===== src/rtl/farm_scan_scheduler.sv =====
// ---------------------------------------------------------------------------
// farm_scan_scheduler
//   Round-robin scheduler for the shared 8-bit sensor pin bus. It visits each
//   enabled channel, waits for the analog mux to settle, captures a burst of
//   samples and hands them to the datapath over valid/ready. An active camera
//   frame pre-empts scanning; a pending sample is always handed off first.
//
//   Optional feature macro: SCHED_TIMEOUT_EN
//     defined   - a sample stalled for 255 cycles is dropped, timeout_err set
//     undefined - smp_valid waits indefinitely, timeout_err stays 0
//
// Ports
//   clk, rst_n   clock, asynchronous active-low reset
//   enable       scan enable
//   ch_mask      per-channel enable (bit i = channel i)
//   cam_frame    camera frame active, requests the pin bus
//   pin_data     shared sensor/pixel input bus
//   sensor_sel   external analog mux select
//   smp_valid / smp_ready / smp_data / smp_ch   sample handshake to datapath
//   cam_grant    pin bus granted to camera path
//   scan_done    one-cycle pulse after the final accept of a full pass
//   busy         scheduler not idle
//   timeout_err  sticky handshake timeout flag
// ---------------------------------------------------------------------------
module farm_scan_scheduler #(
   parameter int unsigned NUM_CH         = 4,
   parameter int unsigned SETTLE_CYC     = 8,
   parameter int unsigned SAMPLES_PER_CH = 4
) (
   input  logic                      clk,
   input  logic                      rst_n,
   input  logic                      enable,
   input  logic [NUM_CH-1:0]         ch_mask,
   input  logic                      cam_frame,
   input  logic [7:0]                pin_data,
   output logic [$clog2(NUM_CH)-1:0] sensor_sel,
   output logic                      smp_valid,
   input  logic                      smp_ready,
   output logic [7:0]                smp_data,
   output logic [$clog2(NUM_CH)-1:0] smp_ch,
   output logic                      cam_grant,
   output logic                      scan_done,
   output logic                      busy,
   output logic                      timeout_err
);

   localparam int unsigned CH_W  = $clog2(NUM_CH);
   localparam int unsigned SET_W = 4;
   localparam int unsigned CNT_W = 3;

   typedef enum logic [2:0] {
      S_IDLE, S_SELECT, S_SETTLE, S_SAMPLE, S_CAM
   } state_t;

   state_t            state_q, state_d;
   logic [CH_W-1:0]   ptr_q, ptr_d;
   logic [SET_W-1:0]  settle_q, settle_d;
   logic [CNT_W-1:0]  cnt_q, cnt_d;
   logic [CH_W-1:0]   sel_d, smp_ch_d;
   logic [7:0]        smp_data_d;
   logic              smp_valid_d, scan_done_d, timeout_err_d;

   logic [CH_W-1:0]   pick_ch_c, pick_idx_c, hi_ch_c;
   logic              pick_found_c;
   logic [CNT_W:0]    cnt_inc_c;
   logic              last_c, accept_c, tmo_hit_c;

   // Next enabled channel strictly after the pointer, wrapping; the pointer
   // itself is the last candidate. Descending loop lets the nearest win.
   always_comb begin
      pick_found_c = 1'b0;
      pick_ch_c    = ptr_q;
      pick_idx_c   = ptr_q;
      for (int i = NUM_CH; i >= 1; i--) begin
         pick_idx_c = ptr_q + CH_W'(i);
         if (ch_mask[pick_idx_c]) begin
            pick_found_c = 1'b1;
            pick_ch_c    = pick_idx_c;
         end
      end
   end

   // Highest enabled channel marks the end of a pass.
   always_comb begin
      hi_ch_c = '0;
      for (int i = 0; i < NUM_CH; i++) begin
         if (ch_mask[i]) hi_ch_c = CH_W'(i);
      end
   end

   assign cnt_inc_c = {1'b0, cnt_q} + (CNT_W+1)'(1);
   assign last_c    = (cnt_inc_c == (CNT_W+1)'(SAMPLES_PER_CH));
   assign accept_c  = smp_valid && (smp_ready || tmo_hit_c);

`ifdef SCHED_TIMEOUT_EN
   logic [7:0] tmo_q, tmo_d;
   logic       stall_c;

   // Stall counter; hit on the 255th consecutive stalled cycle.
   assign stall_c   = smp_valid && !smp_ready;
   assign tmo_hit_c = stall_c && (tmo_q == 8'd254);

   always_comb begin
      tmo_d = 8'd0;
      if (stall_c && !tmo_hit_c) tmo_d = tmo_q + 8'd1;
   end

   always_ff @(posedge clk or negedge rst_n) begin
      if (!rst_n) tmo_q <= 8'd0;
      else        tmo_q <= tmo_d;
   end
`else
   assign tmo_hit_c = 1'b0;
`endif

   // Next-state and next-output logic.
   always_comb begin
      state_d       = state_q;
      ptr_d         = ptr_q;
      settle_d      = settle_q;
      cnt_d         = cnt_q;
      sel_d         = sensor_sel;
      smp_valid_d   = smp_valid;
      smp_data_d    = smp_data;
      smp_ch_d      = smp_ch;
      scan_done_d   = 1'b0;
      timeout_err_d = timeout_err || tmo_hit_c;

      case (state_q)
         S_IDLE: begin
            if (cam_frame)                  state_d = S_CAM;
            else if (enable && |ch_mask)    state_d = S_SELECT;
         end
         S_SELECT: begin
            if (cam_frame) begin
               state_d = S_CAM;
            end else if (!enable || !pick_found_c) begin
               state_d = S_IDLE;
            end else begin
               sel_d    = pick_ch_c;
               settle_d = '0;
               state_d  = S_SETTLE;
            end
         end
         S_SETTLE: begin
            if (cam_frame)                                  state_d = S_CAM;
            else if (!enable)                               state_d = S_IDLE;
            else if (settle_q == SET_W'(SETTLE_CYC - 1))    state_d = S_SAMPLE;
            else                                            settle_d = settle_q + SET_W'(1);
         end
         S_SAMPLE: begin
            if (smp_valid) begin
               // Held sample leaves only through an accept (or timeout drop).
               if (accept_c) begin
                  smp_valid_d = 1'b0;
                  if (last_c) begin
                     cnt_d       = '0;
                     ptr_d       = sensor_sel;
                     scan_done_d = (sensor_sel == hi_ch_c);
                     state_d     = cam_frame ? S_CAM : S_SELECT;
                  end else begin
                     cnt_d = cnt_inc_c[CNT_W-1:0];
                  end
               end
            end else if (cam_frame) begin
               state_d = S_CAM;
            end else if (!enable) begin
               state_d = S_IDLE;
            end else begin
               smp_valid_d = 1'b1;
               smp_data_d  = pin_data;
               smp_ch_d    = sensor_sel;
            end
         end
         S_CAM: begin
            if (!cam_frame) state_d = S_SELECT;
         end
         default: state_d = S_IDLE;
      endcase
   end

   // State and output registers.
   always_ff @(posedge clk or negedge rst_n) begin
      if (!rst_n) begin
         state_q     <= S_IDLE;
         ptr_q       <= CH_W'(NUM_CH - 1);
         settle_q    <= '0;
         cnt_q       <= '0;
         sensor_sel  <= '0;
         smp_valid   <= 1'b0;
         smp_data    <= 8'd0;
         smp_ch      <= '0;
         cam_grant   <= 1'b0;
         scan_done   <= 1'b0;
         busy        <= 1'b0;
         timeout_err <= 1'b0;
      end else begin
         state_q     <= state_d;
         ptr_q       <= ptr_d;
         settle_q    <= settle_d;
         cnt_q       <= cnt_d;
         sensor_sel  <= sel_d;
         smp_valid   <= smp_valid_d;
         smp_data    <= smp_data_d;
         smp_ch      <= smp_ch_d;
         cam_grant   <= (state_d == S_CAM);
         scan_done   <= scan_done_d;
         busy        <= (state_d != S_IDLE);
         timeout_err <= timeout_err_d;
      end
   end

endmodule


===== config.mk =====
export PLATFORM = sky130hd
export DESIGN_NAME = farm_scan_scheduler
export DESIGN_NICKNAME = d
export VERILOG_FILES = /design/src/rtl/farm_scan_scheduler.sv
export SDC_FILE = /design/constraint.sdc
export NUM_CORES = 1
export LEC_CHECK = 0
export ABC_CLOCK_PERIOD_IN_PS = 1770
export BUFFER_PORTS_ARGS = -buffer_cell sky130_fd_sc_hd__buf_4
export CORE_MARGIN = 2
export CORE_UTILIZATION = 52
export CTS_CLUSTER_SIZE = 8
export DETAILED_ROUTE_END_ITERATION = 16
export GPL_ROUTABILITY_DRIVEN = 0
export HOLD_SLACK_MARGIN = 0.05
export PLACE_DENSITY_LB_ADDON = 0.1
export SLEW_MARGIN = 30
export SYNTH_ARGS = -nofsm -noshare
export SYNTH_HDL_FRONTEND = slang
export SYNTH_SLANG_ARGS = --single-unit
export TNS_END_PERCENT = 5

===== constraint.sdc =====
create_clock -name clk -period 1.77 [get_ports clk]
set_clock_uncertainty 0.1 [all_clocks]
set_input_delay 0.4425 -clock clk [delete_from_list [all_inputs] [get_ports clk]]
set_output_delay 0.4425 -clock clk [all_outputs]
set_load 0.01 [all_outputs]

==> results.sh, run 1 <==
export IMPL_r2r_slack_ps=40
export IMPL_worstSetupEndpointType="register"
export IMPL_r2r_end="busy"
export IMPL_grt_pass1_vias=1074
export IMPL_via_count=1105
export IMPL_ys_top_cells_by_area="dfrtp_1, mux2_2, dfstp_2"
export IMPL_antenna_found_initial=0
export IMPL_start_util_pct=55.80
export IMPL_drc=0
export IMPL_drt_iter0_drc=27
export IMPL_critPathMaxStageDelay_ps=400
export IMPL_grt_ovfl_total=0
export IMPL_regToRegStartpoint="cnt_q[0]"
export IMPL_hp_class="in2reg"
export IMPL_start_kind="register"
export IMPL_grt_max_degree=29
export IMPL_drt_pass1_iter_count=4
export IMPL_path_delay_family="simple AND/OR/NAND/NOR gates"
export IMPL_crit_start="cnt_q[0]"
export IMPL_synth_cell_type_count=41
export IMPL_status="completed"
export IMPL_multi_input_area_um2=666.9
export IMPL_finalCritPeriodShare_pct=97.56
export IMPL_cellPowerDensity_mw_per_mm2=773.5
export IMPL_hp_start="pin_data[0]"
export IMPL_cts_tree="yes"
export IMPL_crit_buf_inv=0
export IMPL_cp_required_ps=1890
export IMPL_grt_pass1_wl_um=4905
export IMPL_reg2reg_depth=5
export IMPL_portBuffers=32
export IMPL_leakage_nw=0.9022
export IMPL_cts_root_buf="clkbuf_4"
export IMPL_post_route_min_period_ps=1727
export IMPL_drive_gt1_share_pct=46.39
export IMPL_numCtsBuffers=3
export IMPL_cp_max_fo=5
export IMPL_nets=186
export IMPL_netlist_area_leader_share_pct=46.22
export IMPL_synthesis_area_mm2=0.001408
export IMPL_cp_arrival_ps=1850
export IMPL_synth_seq_cells=28
export IMPL_crit_chain="ha_2 -> and3b_2 -> a221oi_1 -> a211o_1 -> or3b_1"
export IMPL_io_pin_count=34
export IMPL_clock_fmax_mhz=579.1
export IMPL_peakVddDrop_v=0.0006758
export IMPL_clkLatencyLatePin_ps=320
export IMPL_fp_dieH_um=56.03
export IMPL_row_count=18
export IMPL_yosysSeqAreaShare_pct=49.96
export IMPL_antennaDiodeCount=0
export IMPL_core_area_mm2=0.002522
export IMPL_worst_hold_path_num_cells=2
export IMPL_area_growth_synth_to_final_pct=29.42
export IMPL_synth_cells=120
export IMPL_avgSynthCellArea_um2=11.73
export IMPL_setup_viol=0
export IMPL_ant_nets=0
export IMPL_wl_per_cell_um=13.99
export IMPL_clock_path_buffers=2
export IMPL_num_fill_cells=189
export IMPL_ys_warn_count=0
export IMPL_wl_um=2743
export IMPL_holdPathEnd="smp_data[0]"
export IMPL_synth_largest_area_cell="dfrtp_1"
export IMPL_via_per_inst=5.638
export IMPL_max_cap_viol_count=0
export IMPL_path_clk_slew_ps=150
export IMPL_die_w_um=56.03
export IMPL_timing_final_ws_setup_ps=43.11
export IMPL_hpwl_um=2025
export IMPL_finalSetupTns_ps=0
export IMPL_pre_cts_ws_ps=-167.0
export IMPL_hold_violations=0
export IMPL_track_usage_pct=19.40
export IMPL_p_total_mw=1.409
export IMPL_critPathKind="reg2reg"
export IMPL_cts_sinks=28
export IMPL_htreeDepth=1
export IMPL_seq_area_um2=705.7
export IMPL_cpMaxStageDelayCell="dfrtp_1"
export IMPL_synth_nets=139
export IMPL_die_area_mm2=0.003139
export IMPL_slew_violations=0
logic make-up after synthesis:
| family | after synthesis | synth area share [%] |
|---|---|---|
| adders and majority gates | 2 | 1.777 |
| muxes | 19 | 14.93 |
| other | 1 | 0.2664 |
| xor gates and xnor gates | 1 | 0.6223 |
| AOI/OAI and AO/OA | 22 | 10.49 |
| buffers and inverters | 9 | 3.466 |
| and+or+nand+nor | 38 | 18.49 |
| DFF | 28 | 49.96 |
synth_stat cells, drive strengths merged:
library cell,n
or2b,1
dfrtp,26
inv,6
dfstp,2
a211o,1
or3,2
or3b,1
nor3b,1
nor2b,2
a31oi,2
nand2b,3
xnor2,1
nand2,4
buf,3
o22ai,2
nand3,3
nand4,1
a221oi,1
a2bb2oi,2
o211a,2
o21a,1
and3b,2
nor2,8
mux2i,3
conb,1
a21oi,4
o21ai,5
o211ai,1
nor3,2
mux2,16
nor4,3
a22oi,1
and3,2
and2,1
nand3b,2
ha,2
final cells by class:
type	instances	area share (%)
clock buffer	4	1.992
tap	30	2.060
sequential	28	38.74
inverter	6	1.236
timing repair buffer	45	19.37
multi-input combinational	83	36.61
power by group:
group | internal [mW] | switching, mW | total [mW]
logic | 0.187 | 0.135 | 0.322
registers | 0.701 | 0.0766 | 0.778
clock network | 0.126 | 0.183 | 0.309
cell usage in the layout (no fill, tap or decap), types with 3 or more instances in the layout:
cell type	Yosys	routed
nand3_1	3	3
mux2i_1	3	3
nor2_1	8	8
buf_4	2	43
nand2_1	4	4
a21oi_1	4	4
clkbuf_4	0	3
dfrtp_1	26	24
mux2_2	16	16
o21ai_0	5	5
inv_1	6	6
flip-flops by register name, summed over array words and instances (netlist names):
name / flops
cnt_q: 3
smp_valid: 1
sensor_sel: 2
state_q: 3
settle_q: 4
scan_done: 1
smp_ch: 2
cam_grant: 1
ptr_q: 2
smp_data: 8
busy: 1
metal layers:
metal	GRT usage [%]	share of wire, %	vias up
met5	0	0	-
met4	7.483	0.91	0
li1	-	-	528
met3	3.953	4.7	4
met1	25.34	46	546
met2	31.60	49	27
worst max-delay path by stage:
| stage | endpoint | depth (start not counted) | slack, ps |
|---|---|---|---|
| 5_1_grt | busy | 5 | -20 |
| 3_3_place_gp | busy | 6 | -110 |
| 6_report | busy | 5 | 40 |
| 4_1_cts | busy | 5 | 4 |
| 2_1_floorplan | busy | 4 | 20 |
| 3_5_place_dp | busy | 6 | -170 |
metrics by stage:
stage	util (%)	area (um^2)	instances	hold WS, ps
after floorplan	-	1414	120	46.91
after global placement	69.49	1753	189	278.7
after detailed placement	69.49	1753	189	284.0
after CTS	71.33	1799	194	223.4
after global routing	72.22	1822	196	210.1
final	72.22	1822	196	239.1
repair_timing:
action	4_1_cts	5_1_grt
hold buffers	1	0
setup buffers	0	2
endpoints found under the hold margin	26	0
endpoints found under the setup margin	0	3
resized for setup	0	4
Note: power is estimated with default switching activity, not from simulation.
==> run 2: changes to the inputs <==
Settings changed: ABC_AREA set to 1, CORE_UTILIZATION 52 to 53.
==> results.sh, run 2 <==
export IMPL_status="completed"
export IMPL_ys_flop_type="dfrtp_1"
export IMPL_hold_violations=0
export IMPL_crit_path_end="sensor_sel[0]"
export IMPL_seq_area_um2=703.2
export IMPL_clkLatencyLatePin_ps=320
export IMPL_drt_pass1_iter_count=4
export IMPL_antennaDiodeCount=0
export IMPL_drc=0
export IMPL_placed_cell_area_mm2=0.001749
export IMPL_numCtsBuffers=3
export IMPL_antenna_found_initial=0
export IMPL_finalSetupTns_ps=0
export IMPL_ys_top_cells_by_count="nand2_1, dfrtp_1, inv_1"
export IMPL_met3_usage_pct=2.948
export IMPL_grt_use_met1_pct=26.17
export IMPL_pre_cts_ws_ps=198.8
export IMPL_synth_largest_area_cell="dfrtp_1"
export IMPL_largest_reg_flops=8
export IMPL_core_area_mm2=0.002710
export IMPL_slew_violations=0
export IMPL_grt_ovfl_total=0
export IMPL_wl_um=3041
export IMPL_peakVddDrop_v=0.0007990
export IMPL_area_growth_synth_to_final_pct=21.89
export IMPL_cp_required_ps=1910
export IMPL_grt_pass1_vias=1165
export IMPL_synth_seq_cells=28
export IMPL_synthMostInstantiatedCell="nand2_1"
export IMPL_top_usage_layer="met2"
export IMPL_clock_path_buffers=2
export IMPL_r2r_end="sensor_sel[0]"
export IMPL_via_per_inst=5.325
export IMPL_worstSetupEndpointType="register"
export IMPL_max_cap_viol_count=0
export IMPL_cts_root_buf="clkbuf_4"
export IMPL_r2r_slack_ps=180
export IMPL_avgSynthCellArea_um2=8.848
export IMPL_layout_common_cells="nand2_1, buf_4, dfrtp_1"
export IMPL_grt_max_degree=29
export IMPL_track_usage_pct=20.49
export IMPL_reg2reg_depth=6
export IMPL_die_area_mm2=0.003244
export IMPL_start_kind="register"
export IMPL_hpwl_um=2350
export IMPL_fp_dieH_um=56.96
export IMPL_crit_chain="o21ai_0 -> or2_0 -> nand2_1 -> nand3_1 -> nand3_1 -> nand2_1"
export IMPL_ant_nets=0
export IMPL_regToRegStartpoint="ptr_q[0]"
export IMPL_row_count=19
export IMPL_cp_max_fo=11
export IMPL_ys_top_cells_by_area="dfrtp_1, nand2_1, mux2_4"
export IMPL_post_route_min_period_ps=1591
export IMPL_path_clk_slew_ps=140
export IMPL_top_regs="smp_data (8), settle_q (4)"
export IMPL_io_pin_count=34
export IMPL_p_total_mw=1.376
export IMPL_start_util_pct=54.85
export IMPL_yosysSeqAreaShare_pct=47.31
export IMPL_netlist_area_leader_share_pct=43.77
export IMPL_final_common_cell="nand2_1"
export IMPL_use_met2_pct=36.12
export IMPL_finalNonFillerCells=234
export IMPL_cellPowerDensity_mw_per_mm2=759.3
export IMPL_htreeDepth=1
export IMPL_synthesis_area_mm2=0.001486
export IMPL_post_cts_buffers=0
export IMPL_portBuffers=32
export IMPL_cts_tree="yes"
export IMPL_leakage_nw=0.9699
export IMPL_cp_arrival_ps=1730
export IMPL_finalCritPeriodShare_pct=89.90
export IMPL_whs_ps=235.1
export IMPL_drive_gt1_share_pct=29.06
export IMPL_cts_sinks=28
export IMPL_num_fill_cells=223
export IMPL_synth_cells=168
export IMPL_synth_cell_type_count=31
export IMPL_drt_iter0_drc=32
export IMPL_grt_pass1_wl_um=5202
export IMPL_die_w_um=56.96
export IMPL_critPathMaxStageDelay_ps=660
export IMPL_synth_nets=187
export IMPL_wl_per_cell_um=13.00
export IMPL_ys_warn_count=0
export IMPL_fin_area_mm2=0.001812
export IMPL_dp_cells=229
export IMPL_finalCoreUtilization_pct=66.85
export IMPL_via_count=1246
export IMPL_clock_fmax_mhz=628.4
export IMPL_nets=223
export IMPL_hp_class="in2reg"
export IMPL_top_register="smp_data"
export IMPL_ys_async_sr_fraction_pct=100.0
export IMPL_synth_edf_count=0
export IMPL_critPathKind="reg2reg"
export IMPL_setup_viol=0
export IMPL_cpMaxStageDelayCell="dfstp_2"
export IMPL_rsz0062_at_grt="false"
export IMPL_multi_input_area_um2=671.9
export IMPL_crit_start="ptr_q[0]"
export IMPL_timing_final_ws_setup_ps=178.7
## run 2: cell types whose count changed after synthesis, moves of 6 or more
cell,previous run,this run
o21ai_0,5,12
mux2_2,16,4
mux2_4,0,6
inv_1,6,22
nand2_1,4,40
nand3_1,3,12
nor2_1,8,14
## run 2: area by class of cell
cell class                      count  area share [%]
Clock buffer                        3           1.243
Clock inverter                      1           1.657
Inverter                           23           4.834
Multi-Input combinational cell    114           37.09
Sequential cell                    28           38.81
Tap cell                           31           2.141
Timing Repair Buffer               34           14.23
## run 2: worst max-delay path, delay by kind of cell, from the launching register on
kind	cells	cell delay (ps)
flip-flops	1	660
AND/OR/NAND/NOR	5	550
AO/OA/AOI/OAI	1	200
## run 2: worst min-delay path by stage
stage,to,start,cells past startpoint
after floorplan,busy,rst_n,0
after global placement,settle_q[3],rst_n,1
after detailed placement,settle_q[3],rst_n,1
after CTS,smp_data[0],pin_data[0],2
after global routing,smp_data[0],pin_data[0],2
final,smp_data[0],pin_data[0],2
## run 2: metal layers
layer,up-vias,wire length [um]
met4,0,38
met3,6,117
met1,598,1292
li1,609,-
met2,33,1593
met5,-,0
## run 2: report_power, final
| part | switching [mW] | internal, mW | total (mW) |
|---|---|---|---|
| sequential | 0.0424 | 0.681 | 0.723 |
| combinational | 0.133 | 0.106 | 0.240 |
| clock | 0.184 | 0.229 | 0.413 |
| total | 0.360 | 1.02 | 1.38 |
## run 2: cell families (layout without fill, tap and decap cells)
group	count (synthesis)	in the layout	synth area share [%]
other	1	1	0.2523
xor gates and xnor gates	3	3	1.768
DFF	28	28	47.31
AOI/OAI and AO/OA	17	17	6.061
adders and majority gates	2	2	1.683
muxes	10	10	9.091
buffers and inverters	26	61	7.491
and+or+nand+nor	81	81	26.35
## run 2: what timing repair did
item,in CTS,in global routing
endpoints found under the hold margin,26,0
resized for setup,0,0
hold buffers,1,0
